$ cat src/rtl/hazard_pkg.sv
// Shared types and constants for the load-use hazard controller.
//   ZERO_REG     : architectural zero register, never a hazard source
//   MAX_LOAD_LAT : deepest supported load latency (scoreboard depth)
//   MAX_AW       : widest register address the scoreboard entry can hold
//   sb_entry_t   : one scoreboard slot {valid, dst}
//   mode_t       : resolved pipeline control mode for the current cycle
package hazard_pkg;

  localparam int ZERO_REG     = 0;
  localparam int MAX_LOAD_LAT = 4;
  localparam int MAX_AW       = 8;

  // dst is sized for MAX_AW; narrower register files zero-extend into it.
  typedef struct packed {
    logic              valid;
    logic [MAX_AW-1:0] dst;
  } sb_entry_t;

  typedef enum logic [1:0] {
    NORMAL,
    STALL,
    FLUSH,
    FREEZE
  } mode_t;

endpackage

$ cat src/rtl/load_scoreboard.sv
// Shift array of in-flight loads whose results are not yet visible to ID.
// Entry k holds a load issued k+1 cycles ago; the last entry retires on shift.
// Ports:
//   clock, reset         : rising-edge clock, async active-high reset
//   shift_en             : advance the array by one slot
//   ins_valid, ins_dst   : entry pushed into slot 0 on a shift
//   rs, rt               : ID source addresses to compare
//   match_rs, match_rt   : per-entry hits (valid && dst == address)
module load_scoreboard
  import hazard_pkg::*;
#(
  parameter int AW    = 5,
  parameter int DEPTH = 1
) (
  input  logic             clock,
  input  logic             reset,
  input  logic             shift_en,
  input  logic             ins_valid,
  input  logic [AW-1:0]    ins_dst,
  input  logic [AW-1:0]    rs,
  input  logic [AW-1:0]    rt,
  output logic [DEPTH-1:0] match_rs,
  output logic [DEPTH-1:0] match_rt
);

  sb_entry_t sb [DEPTH];

  always_ff @(posedge clock or posedge reset) begin
    if (reset) begin
      for (int k = 0; k < DEPTH; k++) sb[k] <= '0;
    end else if (shift_en) begin
      sb[0].valid <= ins_valid;
      sb[0].dst   <= MAX_AW'(ins_dst);
      for (int k = 1; k < DEPTH; k++) sb[k] <= sb[k-1];
    end
  end

  always_comb begin
    match_rs = '0;
    match_rt = '0;
    for (int k = 0; k < DEPTH; k++) begin
      match_rs[k] = sb[k].valid && (sb[k].dst == MAX_AW'(rs));
      match_rt[k] = sb[k].valid && (sb[k].dst == MAX_AW'(rt));
    end
  end

endmodule

$ cat src/rtl/pipe_hazard_ctrl.sv
// Load-use hazard, branch flush and memory freeze control for a 5-stage pipe.
// Ports:
//   clock, reset                 : rising-edge clock, async active-high reset
//   id_*                         : decoded fields of the instruction in ID
//   br_taken                     : branch resolved taken this cycle
//   mem_busy                     : data memory not ready, freeze everything
//   pc_write, ifid_write         : PC / IF-ID write enables
//   ifid_flush, idex_bubble      : squash IF-ID, inject zero control into ID-EX
//   stall_count                  : saturating count of load-use stall cycles
//
// mode   | meaning
// NORMAL | advance; ID load (if any) enters the scoreboard
// STALL  | hold PC/IF-ID, bubble into EX, count the cycle
// FLUSH  | squash IF-ID and ID; redirect PC
// FREEZE | hold everything, scoreboard and counter included
module pipe_hazard_ctrl
  import hazard_pkg::*;
#(
  parameter int AW       = 5,
  parameter int LOAD_LAT = 1,
  parameter int CW       = 16
) (
  input  logic          clock,
  input  logic          reset,
  input  logic          id_valid,
  input  logic [AW-1:0] id_rs,
  input  logic [AW-1:0] id_rt,
  input  logic          id_uses_rs,
  input  logic          id_uses_rt,
  input  logic [AW-1:0] id_dst,
  input  logic          id_memread,
  input  logic          id_regwrite,
  input  logic          br_taken,
  input  logic          mem_busy,
  output logic          pc_write,
  output logic          ifid_write,
  output logic          ifid_flush,
  output logic          idex_bubble,
  output logic [CW-1:0] stall_count
);

  if (LOAD_LAT < 1 || LOAD_LAT > MAX_LOAD_LAT) begin : g_bad_load_lat
    $error("pipe_hazard_ctrl: LOAD_LAT=%0d outside 1..%0d", LOAD_LAT, MAX_LOAD_LAT);
  end
  if (AW < 1 || AW > MAX_AW) begin : g_bad_aw
    $error("pipe_hazard_ctrl: AW=%0d outside 1..%0d", AW, MAX_AW);
  end

  logic [LOAD_LAT-1:0] match_rs;
  logic [LOAD_LAT-1:0] match_rt;
  logic                hazard;
  logic                issuing_load;
  logic                ins_valid;
  mode_t               mode;

  assign issuing_load = id_valid && id_memread && id_regwrite && (id_dst != AW'(ZERO_REG));

  assign hazard = id_valid &&
                  ((id_uses_rs && (id_rs != AW'(ZERO_REG)) && (|match_rs)) ||
                   (id_uses_rt && (id_rt != AW'(ZERO_REG)) && (|match_rt)));

  // Only a load that actually advances out of ID becomes pending; a stalled
  // load is re-presented next cycle and a flushed one never executes.
  assign ins_valid = (mode == NORMAL) && issuing_load;

  load_scoreboard #(
    .AW    (AW),
    .DEPTH (LOAD_LAT)
  ) u_sb (
    .clock     (clock),
    .reset     (reset),
    .shift_en  (mode != FREEZE),
    .ins_valid (ins_valid),
    .ins_dst   (ins_valid ? id_dst : '0),
    .rs        (id_rs),
    .rt        (id_rt),
    .match_rs  (match_rs),
    .match_rt  (match_rt)
  );

  always_comb begin
    if (mem_busy)      mode = FREEZE;
    else if (br_taken) mode = FLUSH;
    else if (hazard)   mode = STALL;
    else               mode = NORMAL;
  end

  always_comb begin
    pc_write    = 1'b1;
    ifid_write  = 1'b1;
    ifid_flush  = 1'b0;
    idex_bubble = 1'b0;
    if (reset) begin
      pc_write    = 1'b0;
      ifid_write  = 1'b0;
      idex_bubble = 1'b1;
    end else begin
      case (mode)
        FREEZE: begin
          pc_write   = 1'b0;
          ifid_write = 1'b0;
        end
        FLUSH: begin
          ifid_flush  = 1'b1;
          idex_bubble = 1'b1;
        end
        STALL: begin
          pc_write    = 1'b0;
          ifid_write  = 1'b0;
          idex_bubble = 1'b1;
        end
        default: ;
      endcase
    end
  end

  always_ff @(posedge clock or posedge reset) begin
    if (reset)
      stall_count <= '0;
    else if ((mode == STALL) && (stall_count != '1))
      stall_count <= stall_count + CW'(1);
  end

endmodule

$ cat config.mk
export PLATFORM = sky130hd
export DESIGN_NAME = pipe_hazard_ctrl
export DESIGN_NICKNAME = d
export VERILOG_FILES = /design/src/rtl/hazard_pkg.sv /design/src/rtl/load_scoreboard.sv /design/src/rtl/pipe_hazard_ctrl.sv
export SDC_FILE = /design/constraint.sdc
export NUM_CORES = 1
export LEC_CHECK = 0
export ABC_AREA = 1
export BUFFER_PORTS_ARGS = -buffer_cell sky130_fd_sc_hd__buf_2
export CELL_PAD_IN_SITES_DETAIL_PLACEMENT = 0
export CELL_PAD_IN_SITES_GLOBAL_PLACEMENT = 1
export CORE_MARGIN = 2
export CORE_UTILIZATION = 35
export CTS_BUF_LIST = sky130_fd_sc_hd__clkbuf_8
export DETAILED_ROUTE_END_ITERATION = 8
export GPL_TIMING_DRIVEN = 0
export PLACE_DENSITY = 0.79
export SLEW_MARGIN = 20
export SYNTH_ARGS = -nofsm -noshare
export SYNTH_HDL_FRONTEND = slang
export SYNTH_SLANG_ARGS = --single-unit
$ cat constraint.sdc
create_clock -name clock -period 2.14 [get_ports clock]
set_input_delay 0.107 -clock clock [delete_from_list [all_inputs] [get_ports clock]]
set_output_delay 0.107 -clock clock [all_outputs]
set_load 0.01 [all_outputs]
==> out/qor.yml, run 1 <==
outcome:
  outcome: "finished clean"
place:
  portBuffers: 42
  gp_congestion: 0.805
  pre_cts_slack_ns: 0.342
  hpwl_um: 2720
grt:
  grt_pass1_vias: 1323
  overflow: 0
  grt_max_degree: 24
  grt_pass1_wl_um: 5820
  track_usage: 0.145
  antenna_found_initial: 0
cts:
  cts-root-buf: "clkbuf_8"
  postCtsResizedCells: 0
  clock_latency_ns: 0.26
  htree_num_levels: 1
  path_clk_slew_ns: 0.07
  hold_buffers: 0
  cts_tree: "done"
  clk_path_buf_depth: 2
  cts_post_setup_buffers_inserted: 0
  cts_num_sinks: 22
  cts_buffers: 3
power_and_ir_drop:
  p_sw_frac: 0.235
  internal-power_w: 0.000574
  power_switching_w: 0.000177
  clock_power_share: 0.341
  finalPower_w: 0.000751
  vdd_ir_drop_max_uv: 211
  p_seq_frac: 0.558
  power.density_nw_per_um2: 409
  p_comb_frac: 0.102
  leakagePower_nw: 1.10
sta:
  tightest_slew_ns: 0.876
  min_period_ns: 1.85
  hold_viol: 0
  relSlewSlack: 0.415
  max_freq_ghz: 0.542
  min_period_over_period: 0.863
  drv_slew: 0
  setup_violations: 0
  worst_slack_ns: 0.293
  setup_tns_ns: 0
  rsz0062_at_grt: "no"
  clock_skew_ns: 0.00456
floorplan:
  ioPinCount: 44
  row_count: 23
  start_util: 0.372
  coreArea_um2: 4090
  dieArea_um2: 4890
  fp.dieW_um: 69.9
  fp.dieH_um: 69.9
synth:
  synthDominantCellAreaShare: 0.362
  synth_area_leaders: "dfrtp_1, nand2_1, inv_1"
  ys_seq_area_frac: 0.362
  ys_ff_latch: 22
  syn_area_per_cell_um2: 6.61
  netlist_area_um2: 1520
  yosysWarnings: 0
  synth_top_area_cell: "dfrtp_1"
  syn_inst: 230
  syn_nets: 255
  yosysUniqueCellTypes: 25
flow_run:
  drv_cap: 0
critical_path:
  start_kind: "flip-flop"
  worstReg2RegEnd: "stall_count[5]"
  path_max_fanout: 7
  cp_data_arrival_time_ns: 1.74
  r2r_cells: 11
  cp.required_ns: 2.03
  end_kind: "output pin"
  r2r-start: "stall_count[0]"
  critical_path_class: "flip-flop to output pin"
  rrSetupSlack_ns: 0.35
layout:
  final_common_cell: "nand2_1"
  fin_util: 0.449
  final_nets: 302
  fill_cells: 464
  diodes: 0
  layout_common_cells: "nand2_1, buf_2, inv_1"
  areaGrowthSynthToFinish_pct: 20.7
  drive_gt1_frac: 0.222
route:
  post_drt_via_cell_ratio: 4.58
  vias: 1487
  wl_per_cell_um: 10.6
  ant_nets: 0
  wl_um: 3430
  dr.pass1.iters: 4
  drc: 0
  drt_iter0_markers: 44
worst_hold_path:
  hold_path.class: "input port to async pin"
worst max path at each step:
stage | from | endpoint | cells after the start | slack (ns)
2_1_floorplan | stall_count[0] | stall_count[7] | 11 | 0.55
3_3_place_gp | stall_count[0] | stall_count[5] | 11 | 0.34
3_5_place_dp | stall_count[0] | stall_count[5] | 11 | 0.34
4_1_cts | u_sb.sb[1] | pc_write | 11 | 0.26
5_1_grt | u_sb.sb[1] | pc_write | 11 | 0.08
6_report | u_sb.sb[1] | pc_write | 11 | 0.29
registers in the layout (all words and copies together) (netlist names):
register	count
u_sb.sb	6
stall_count	16
area by class of cell:
type,instances,area (µm²),area share
plain buffers,5,36.3,0.0198
clock buffers,3,41.3,0.0225
inverters,29,109,0.0593
multi-input cells,174,825,0.450
flip-flops and latches,22,551,0.300
well taps,50,62.6,0.0341
repair buffers,42,210,0.115
cells by family (layout without fill, tap and decap cells):
group           count (synthesis)  after routing  share of synthesized area
compound gates                  3              3                     0.0123
simple gates                  157            157                      0.447
xor+xnor                       13             13                     0.0749
buf+inv                        34             79                     0.0955
fa+ha+maj                       1              1                    0.00823
flops                          22             22                      0.362
stage by stage:
| step | cells | cell area (µm²) | hold slack (ns) |
|---|---|---|---|
| final | 325 | 1830 | 0.0407 |
| after CTS | 325 | 1830 | 0.0884 |
| after global routing | 325 | 1830 | 0.117 |
| after global placement | 322 | 1790 | 0.372 |
| after detailed placement | 322 | 1790 | 0.374 |
| after floorplan | 230 | 1520 | 0.105 |
synth_stat cells, drive strengths merged:
| cell | number |
|---|---|
| xnor2 | 4 |
| nor4 | 2 |
| nand2 | 109 |
| o21ai | 1 |
| dfrtp | 22 |
| a21oi | 1 |
| inv | 27 |
| buf | 5 |
| nor2 | 20 |
| xor2 | 9 |
| nand4 | 10 |
| nor3 | 6 |
| ha | 1 |
| or2 | 1 |
| nand3 | 9 |
| a211o | 1 |
| clkinv | 2 |
power by group through the flow:
stage          combinational (W)  clock [W]  sequential (W)
4_1_cts                0.0000786   0.000267        0.000419
3_5_place_dp           0.0000782          0        0.000427
2_1_floorplan          0.0000409          0        0.000427
5_1_grt                0.0000888   0.000279        0.000419
3_3_place_gp           0.0000786          0        0.000427
6_report               0.0000763   0.000256        0.000419
layer usage:
layer  track usage  routed length (µm)
met1         0.196                1690
met2         0.236                1590
met3        0.0260                 132
met4        0.0449                  26
met5             0                   0
critical path: stages, from the launching register on:
cell,delay (ns)
dfrtp_1,0.41
inv_2,0.05
nand2_1,0.05
nand2_1,0.05
nor2_1,0.10
nand4_1,0.12
nand2_2,0.13
nand2_1,0.17
nand2_1,0.12
nor2_1,0.05
buf_4,0.12
buf_2,0.13
Power figures use the tool's default switching activity.
==> inputs of run 2 (changes only) <==
--- a/config.mk
+++ b/config.mk
@@ -5,7 +5,7 @@
 export SDC_FILE = /design/constraint.sdc
 export NUM_CORES = 1
 export LEC_CHECK = 0
-export ABC_AREA = 1
+export ABC_AREA = 0
 export BUFFER_PORTS_ARGS = -buffer_cell sky130_fd_sc_hd__buf_2
 export CELL_PAD_IN_SITES_DETAIL_PLACEMENT = 0
 export CELL_PAD_IN_SITES_GLOBAL_PLACEMENT = 1
@@ -14,7 +14,7 @@
 export CTS_BUF_LIST = sky130_fd_sc_hd__clkbuf_8
 export DETAILED_ROUTE_END_ITERATION = 8
 export GPL_TIMING_DRIVEN = 0
-export PLACE_DENSITY = 0.79
+export PLACE_DENSITY = 0.77
 export SLEW_MARGIN = 20
 export SYNTH_ARGS = -nofsm -noshare
 export SYNTH_HDL_FRONTEND = slang
==> run 2 against run 1 <==
The flow now finishes with violations (setup timing). Design area fell by 9.8%. Power is 19% higher. Sequential share of layout area is 3.2 points higher. Global-route usage grew 1.2 points. Die area fell by 20%. Area after synthesis decreased by 22%. Worst setup slack got worse by 0.31 ns. Cell count down 34%. Wire length fell by 12%. Non-clock buffer count up 6. Largest cell class unchanged. Largest power group unchanged.
==> out/qor.yml, run 2 <==
grt:
  grt_max_degree: 24
  grt_pass1_vias: 1105
  grt_pass1_wl_um: 4950
  overflow: 0
  antenna_found_initial: 0
  track_usage: 0.157
power_and_ir_drop:
  leakagePower_nw: 0.814
  vdd_ir_drop_max_uv: 276
  power.density_nw_per_um2: 539
cts:
  clock_latency_ns: 0.27
  clk_path_buf_depth: 2
  path_clk_slew_ns: 0.08
  cts_num_sinks: 22
  htree_num_levels: 1
  cts_tree: "done"
  cts-root-buf: "clkbuf_8"
  cts_buffers: 3
synth:
  ys_seq_area_frac: 0.462
  yosysMostFrequentCell: "dfrtp_1"
  syn_area_per_cell_um2: 10.2
  synth_area_leaders: "dfrtp_1, xnor2_1, xor2_1"
  syn_inst: 117
  netlist_area_um2: 1190
  yosys-top-cells-count: "dfrtp_1, xnor2_1, nand3_1"
  async_flop_share: 1.00
  synthDominantCellAreaShare: 0.462
  yosysWarnings: 0
  ys_dominant_reg_cell: "dfrtp_1"
  synth_top_area_cell: "dfrtp_1"
  syn_nets: 142
  ys_ff_latch: 22
  synth_edf_count: 0
  yosysUniqueCellTypes: 30
layout:
  layout_common_cells: "buf_2, dfrtp_1, xnor2_1"
  final_common_cell: "buf_2"
  reg_top3: "stall_count (16), u_sb.sb (6)"
  stdcell_count: 216
  drive_gt1_frac: 0.418
  largest_reg_flops: 16
  final_nets: 196
  regMostFlops: "stall_count"
  areaGrowthSynthToFinish_pct: 39.0
  fill_cells: 330
  diodes: 0
  fin_area_um2: 1660
sta:
  worst_slack_ns: -0.0135
  max_freq_ghz: 0.464
  tightest_slew_ns: 0.874
  min_period_over_period: 1.01
  drv_slew: 0
  clock_skew_ns: 0.00822
  rsz0062_at_grt: "yes"
  setup_violations: 1
  min_period_ns: 2.15
  hold_viol: 0
  relSlewSlack: 0.417
critical_path:
  critical_path_class: "flip-flop to output pin"
  critPathTopFamily: "simple AND/OR/NAND/NOR gates"
  cp_data_arrival_time_ns: 2.05
  cp.required_ns: 2.03
  start_kind: "flip-flop"
  cp_num_buf_inv: 2
  rrSetupSlack_ns: 0.06
  end_kind: "output pin"
  cpPeakStageDelay_ns: 0.42
  cp_slowest_cell: "or4_4"
  path_max_fanout: 3
  cp_cell_sequence: "or4_4 -> o2111ai_2 -> nor2_2 -> or2_4 -> a311oi_4 -> buf_4 -> buf_6"
outcome:
  violations: "setup timing"
  outcome: "finished, violations left"
place:
  hpwl_um: 2200
  placedInstanceArea_um2: 1480
  dp_cells: 205
  pre_cts_slack_ns: -0.186
  gp_congestion: 0.768
  portBuffers: 42
worst_hold_path:
  hold_path.class: "input port to async pin"
route:
  wl_um: 3010
  post_drt_via_cell_ratio: 4.94
  drt_iter0_markers: 18
  wl_per_cell_um: 13.9
  drc: 0
  vias: 1068
  ant_nets: 0
  dr.pass1.iters: 3
flow_run:
  drv_cap: 0
floorplan:
  row_count: 21
  coreArea_um2: 3310
  start_util: 0.360
  fp.dieH_um: 62.3
  fp.dieW_um: 62.3
  dieArea_um2: 3890
  ioPinCount: 44
-- run 2: repair_timing --
item / in CTS / in global routing
pin swaps: 4 / 2
gates resized for setup: 8 / 6
setup endpoints to repair: 13 / 8
cloned: 0 / 1
setup buffers: 4 / 3
hold buffers: 0 / 0
-- run 2: layer usage --
layer / wire length, µm / share of wire / vias up / global-route usage
li1: - / - / 513 / -
met5: 0 / 0 / - / 0
met2: 1550 / 0.51 / 32 / 0.284
met1: 1220 / 0.41 / 517 / 0.181
met4: 70 / 0.023 / 0 / 0.0667
met3: 167 / 0.055 / 6 / 0.0308
-- run 2: power breakdown --
group | internal [W] | leakage (nW) | switching, W | total [W]
clock | 0.000250 | 0.0357 | 0.000139 | 0.000389
sequential | 0.000418 | 0.291 | 0.00000306 | 0.000421
combinational | 0.0000394 | 0.487 | 0.0000418 | 0.0000813
total | 0.000708 | 0.814 | 0.000184 | 0.000892
-- run 2: layout make-up --
cell class,count,area [µm²],share of cell area
Sequential cell,22,551,0.333
Inverter,8,30.0,0.0181
Clock buffer,3,41.3,0.0249
Buffer,3,22.5,0.0136
Timing Repair Buffer,50,274,0.166
Tap cell,46,57.6,0.0348
Clock inverter,1,30.0,0.0181
Multi-Input combinational cell,83,649,0.392
-- run 2: worst register-to-register path: cells and delay by family, from the launching register on --
| family | cells | cell delay (ns) |
|---|---|---|
| simple gates | 2 | 0.35 |
| flops | 1 | 0.37 |
| mux | 1 | 0.32 |
| compound gates | 2 | 0.60 |
| fa+ha+maj | 1 | 0.16 |
| buf+inv | 1 | 0.16 |
-- run 2: final timing paths --
path / from / end / cells after the start
max reg2reg: stall_count[1] / stall_count[1] / 7
min reg2reg: stall_count[15] / stall_count[15] / 1
max: u_sb.sb[2] / pc_write / 7
min in group clock: id_dst[2] / u_sb.sb[2] / 2
min: reset / stall_count[5] / 2
max in group asynchronous: reset / stall_count[14] / 2
-- run 2: logic make-up (layout without fill, tap and decap cells) --
logic type               after synthesis  count (layout)  share of synthesized area
XOR/XNOR                              23              23                      0.169
adder cells (fa/ha/maj)                1               1                     0.0105
AND/OR/NAND/NOR                       43              43                      0.191
flip-flops                            22              22                      0.462
buffers and inverters                 12              65                     0.0504
multiplexers                           2               2                     0.0189
AO/OA/AOI/OAI                         14              14                     0.0977
-- run 2: through the flow --
stage / total power [W] / utilization / hold slack (ns) / TNS [ns]
after global routing: 0.000929 / 0.500 / 0.0827 / -0.213
final: 0.000892 / 0.500 / 0.0499 / -0.0135
after floorplan: 0.000467 / - / 0.102 / 0
after detailed placement: 0.000506 / 0.446 / 0.358 / -0.897
after global placement: 0.000503 / 0.446 / 0.341 / -0.240
after CTS: 0.000901 / 0.489 / 0.0724 / -0.269
==> inputs of run 3 (changes only) <==
--- a/config.mk
+++ b/config.mk
@@ -5,17 +5,18 @@
 export SDC_FILE = /design/constraint.sdc
 export NUM_CORES = 1
 export LEC_CHECK = 0
-export ABC_AREA = 0
+export ABC_AREA = 1
 export BUFFER_PORTS_ARGS = -buffer_cell sky130_fd_sc_hd__buf_2
 export CELL_PAD_IN_SITES_DETAIL_PLACEMENT = 0
 export CELL_PAD_IN_SITES_GLOBAL_PLACEMENT = 1
 export CORE_MARGIN = 2
-export CORE_UTILIZATION = 35
+export CORE_UTILIZATION = 37
 export CTS_BUF_LIST = sky130_fd_sc_hd__clkbuf_8
 export DETAILED_ROUTE_END_ITERATION = 8
 export GPL_TIMING_DRIVEN = 0
-export PLACE_DENSITY = 0.77
+export PLACE_DENSITY = 0.83
 export SLEW_MARGIN = 20
 export SYNTH_ARGS = -nofsm -noshare
 export SYNTH_HDL_FRONTEND = slang
 export SYNTH_SLANG_ARGS = --single-unit
+export TNS_END_PERCENT = 1
==> run 3 against run 2 <==
The run now ends clean. Fmax grew 15%. Cell count rose by 51%. Largest cell class unchanged. Die area is 19% higher. Clock skew decreased by 0.0028 ns. Critical endpoint unchanged. Core utilization is 3.5 points lower. Global-route usage grew 0.73 points.
==> out/qor.yml, run 3 (synthesized netlist as in run 1, its figures left out) <==
cts:
  clk_path_buf_depth: 2
  cts_buffers: 3
  cts_num_sinks: 22
  htree_num_levels: 1
  cts_tree: "done"
  postCtsResizedCells: 0
  path_clk_slew_ns: 0.08
  clock_latency_ns: 0.26
  cts_post_setup_buffers_inserted: 0
  hold_buffers: 0
  cts-root-buf: "clkbuf_8"
critical_path:
  r2r-start: "stall_count[0]"
  cp_cell_sequence: "inv_2 -> nand2_1 -> nand2_1 -> nor2_1 -> nand4_1 -> nand2_2 -> nand2_1 -> nand2_1 -> nor2_1 -> buf_4 -> buf_2"
  start_kind: "flip-flop"
  r2r_cells: 11
  end_kind: "output pin"
  critPathTopFamily: "simple AND/OR/NAND/NOR gates"
  cp.required_ns: 2.03
  worstReg2RegEnd: "stall_count[8]"
  cp_data_arrival_time_ns: 1.77
  critical_path_class: "flip-flop to output pin"
  path_max_fanout: 7
  crit_path_frequent_cell: "nand2_1"
  rrSetupSlack_ns: 0.33
  cpPeakStageDelay_ns: 0.41
  cp_num_buf_inv: 3
  cp_slowest_cell: "dfrtp_1"
floorplan:
  start_util: 0.383
  fp.dieW_um: 68.1
  fp.dieH_um: 68.1
  dieArea_um2: 4640
  row_count: 23
  ioPinCount: 44
  coreArea_um2: 3970
worst_hold_path:
  hold_path.class: "input port to async pin"
sta:
  setup_tns_ns: 0
  rsz0062_at_grt: "no"
  max_freq_ghz: 0.533
  min_period_over_period: 0.877
  clock_skew_ns: 0.00545
  relSlewSlack: 0.415
  tightest_slew_ns: 0.876
  min_period_ns: 1.88
  drv_slew: 0
  setup_violations: 0
  hold_viol: 0
place:
  hpwl_um: 2700
  gp_congestion: 0.815
  placedInstanceArea_um2: 1790
  portBuffers: 42
layout:
  drive_gt1_frac: 0.225
  layout_common_cells: "nand2_1, buf_2, inv_1"
  diodes: 0
  fin_util: 0.465
  final_nets: 302
  final_common_cell: "nand2_1"
  fin_area_um2: 1850
  regMostFlops: "stall_count"
  areaGrowthSynthToFinish_pct: 21.6
  reg_top3: "stall_count (16), u_sb.sb (6)"
  largest_reg_flops: 16
flow_run:
  drv_cap: 0
route:
  ant_nets: 0
  vias: 1477
  drc: 0
  dr.pass1.iters: 4
  drt_iter0_markers: 65
  wl_um: 3380
  wl_per_cell_um: 10.4
  post_drt_via_cell_ratio: 4.53
grt:
  antenna_found_initial: 0
  overflow: 0
  grt_pass1_wl_um: 5870
  grt_pass1_vias: 1321
  grt_max_degree: 24
  track_usage: 0.165
outcome:
  outcome: "finished clean"
power_and_ir_drop:
  leakagePower_nw: 1.10
  vdd_ir_drop_max_uv: 216
  power.density_nw_per_um2: 431
[run 3: metal layers]
metal  global-route usage  share of wire  vias up
li1                     -              -      799
met4               0.0225         0.0050        0
met5                    0              0        -
met1                0.244           0.49      655
met2                0.262           0.47       21
met3               0.0197          0.029        2
[run 3: cell type report]
cell class	count	area, µm²
tap	50	62.6
sequential	22	551
buffer	5	36.3
multi-input combinational	174	825
clock buffer	4	55.1
fill	427	2120
inverter	29	109
timing repair buffer	42	210
[run 3: worst max-delay path by stage]
stage,start,to,cells after the start
finish,u_sb.sb[1],pc_write,11
floorplan,stall_count[0],stall_count[7],11
global placement,stall_count[0],stall_count[5],11
CTS,u_sb.sb[1],pc_write,11
detailed placement,stall_count[0],stall_count[8],11
global route,u_sb.sb[2],pc_write,11
[run 3: worst reg2reg max path: stages, from the launching register on]
cell and delay (ns):
dfrtp_1 0.44, ha_1 0.27, nand3_2 0.14, nor2_4 0.06, nand2_2 0.09, nor2_2 0.04
nand2_1 0.11, clkinv_1 0.12, nor2_4 0.19, buf_4 0.20, nand2_1 0.07, nand2_1 0.05
[run 3: power by group]
part,switching [W],internal [W],leakage (nW),total [W]
registers,0.00000187,0.000417,0.307,0.000419
clock network,0.000137,0.000164,0.0288,0.000300
logic,0.0000451,0.0000315,0.768,0.0000766
total,0.000184,0.000612,1.10,0.000796
[run 3: metrics by stage]
stage	hold WS, ns	total power [W]	worst slack [ns]	cells
6_report	0.0420	0.000796	0.264	326
3_3_place_gp	0.367	0.000505	0.329	322
5_1_grt	0.115	0.000837	0.0429	326
4_1_cts	0.0841	0.000804	0.239	326
2_1_floorplan	0.105	0.000468	0.546	230
3_5_place_dp	0.367	0.000506	0.304	322
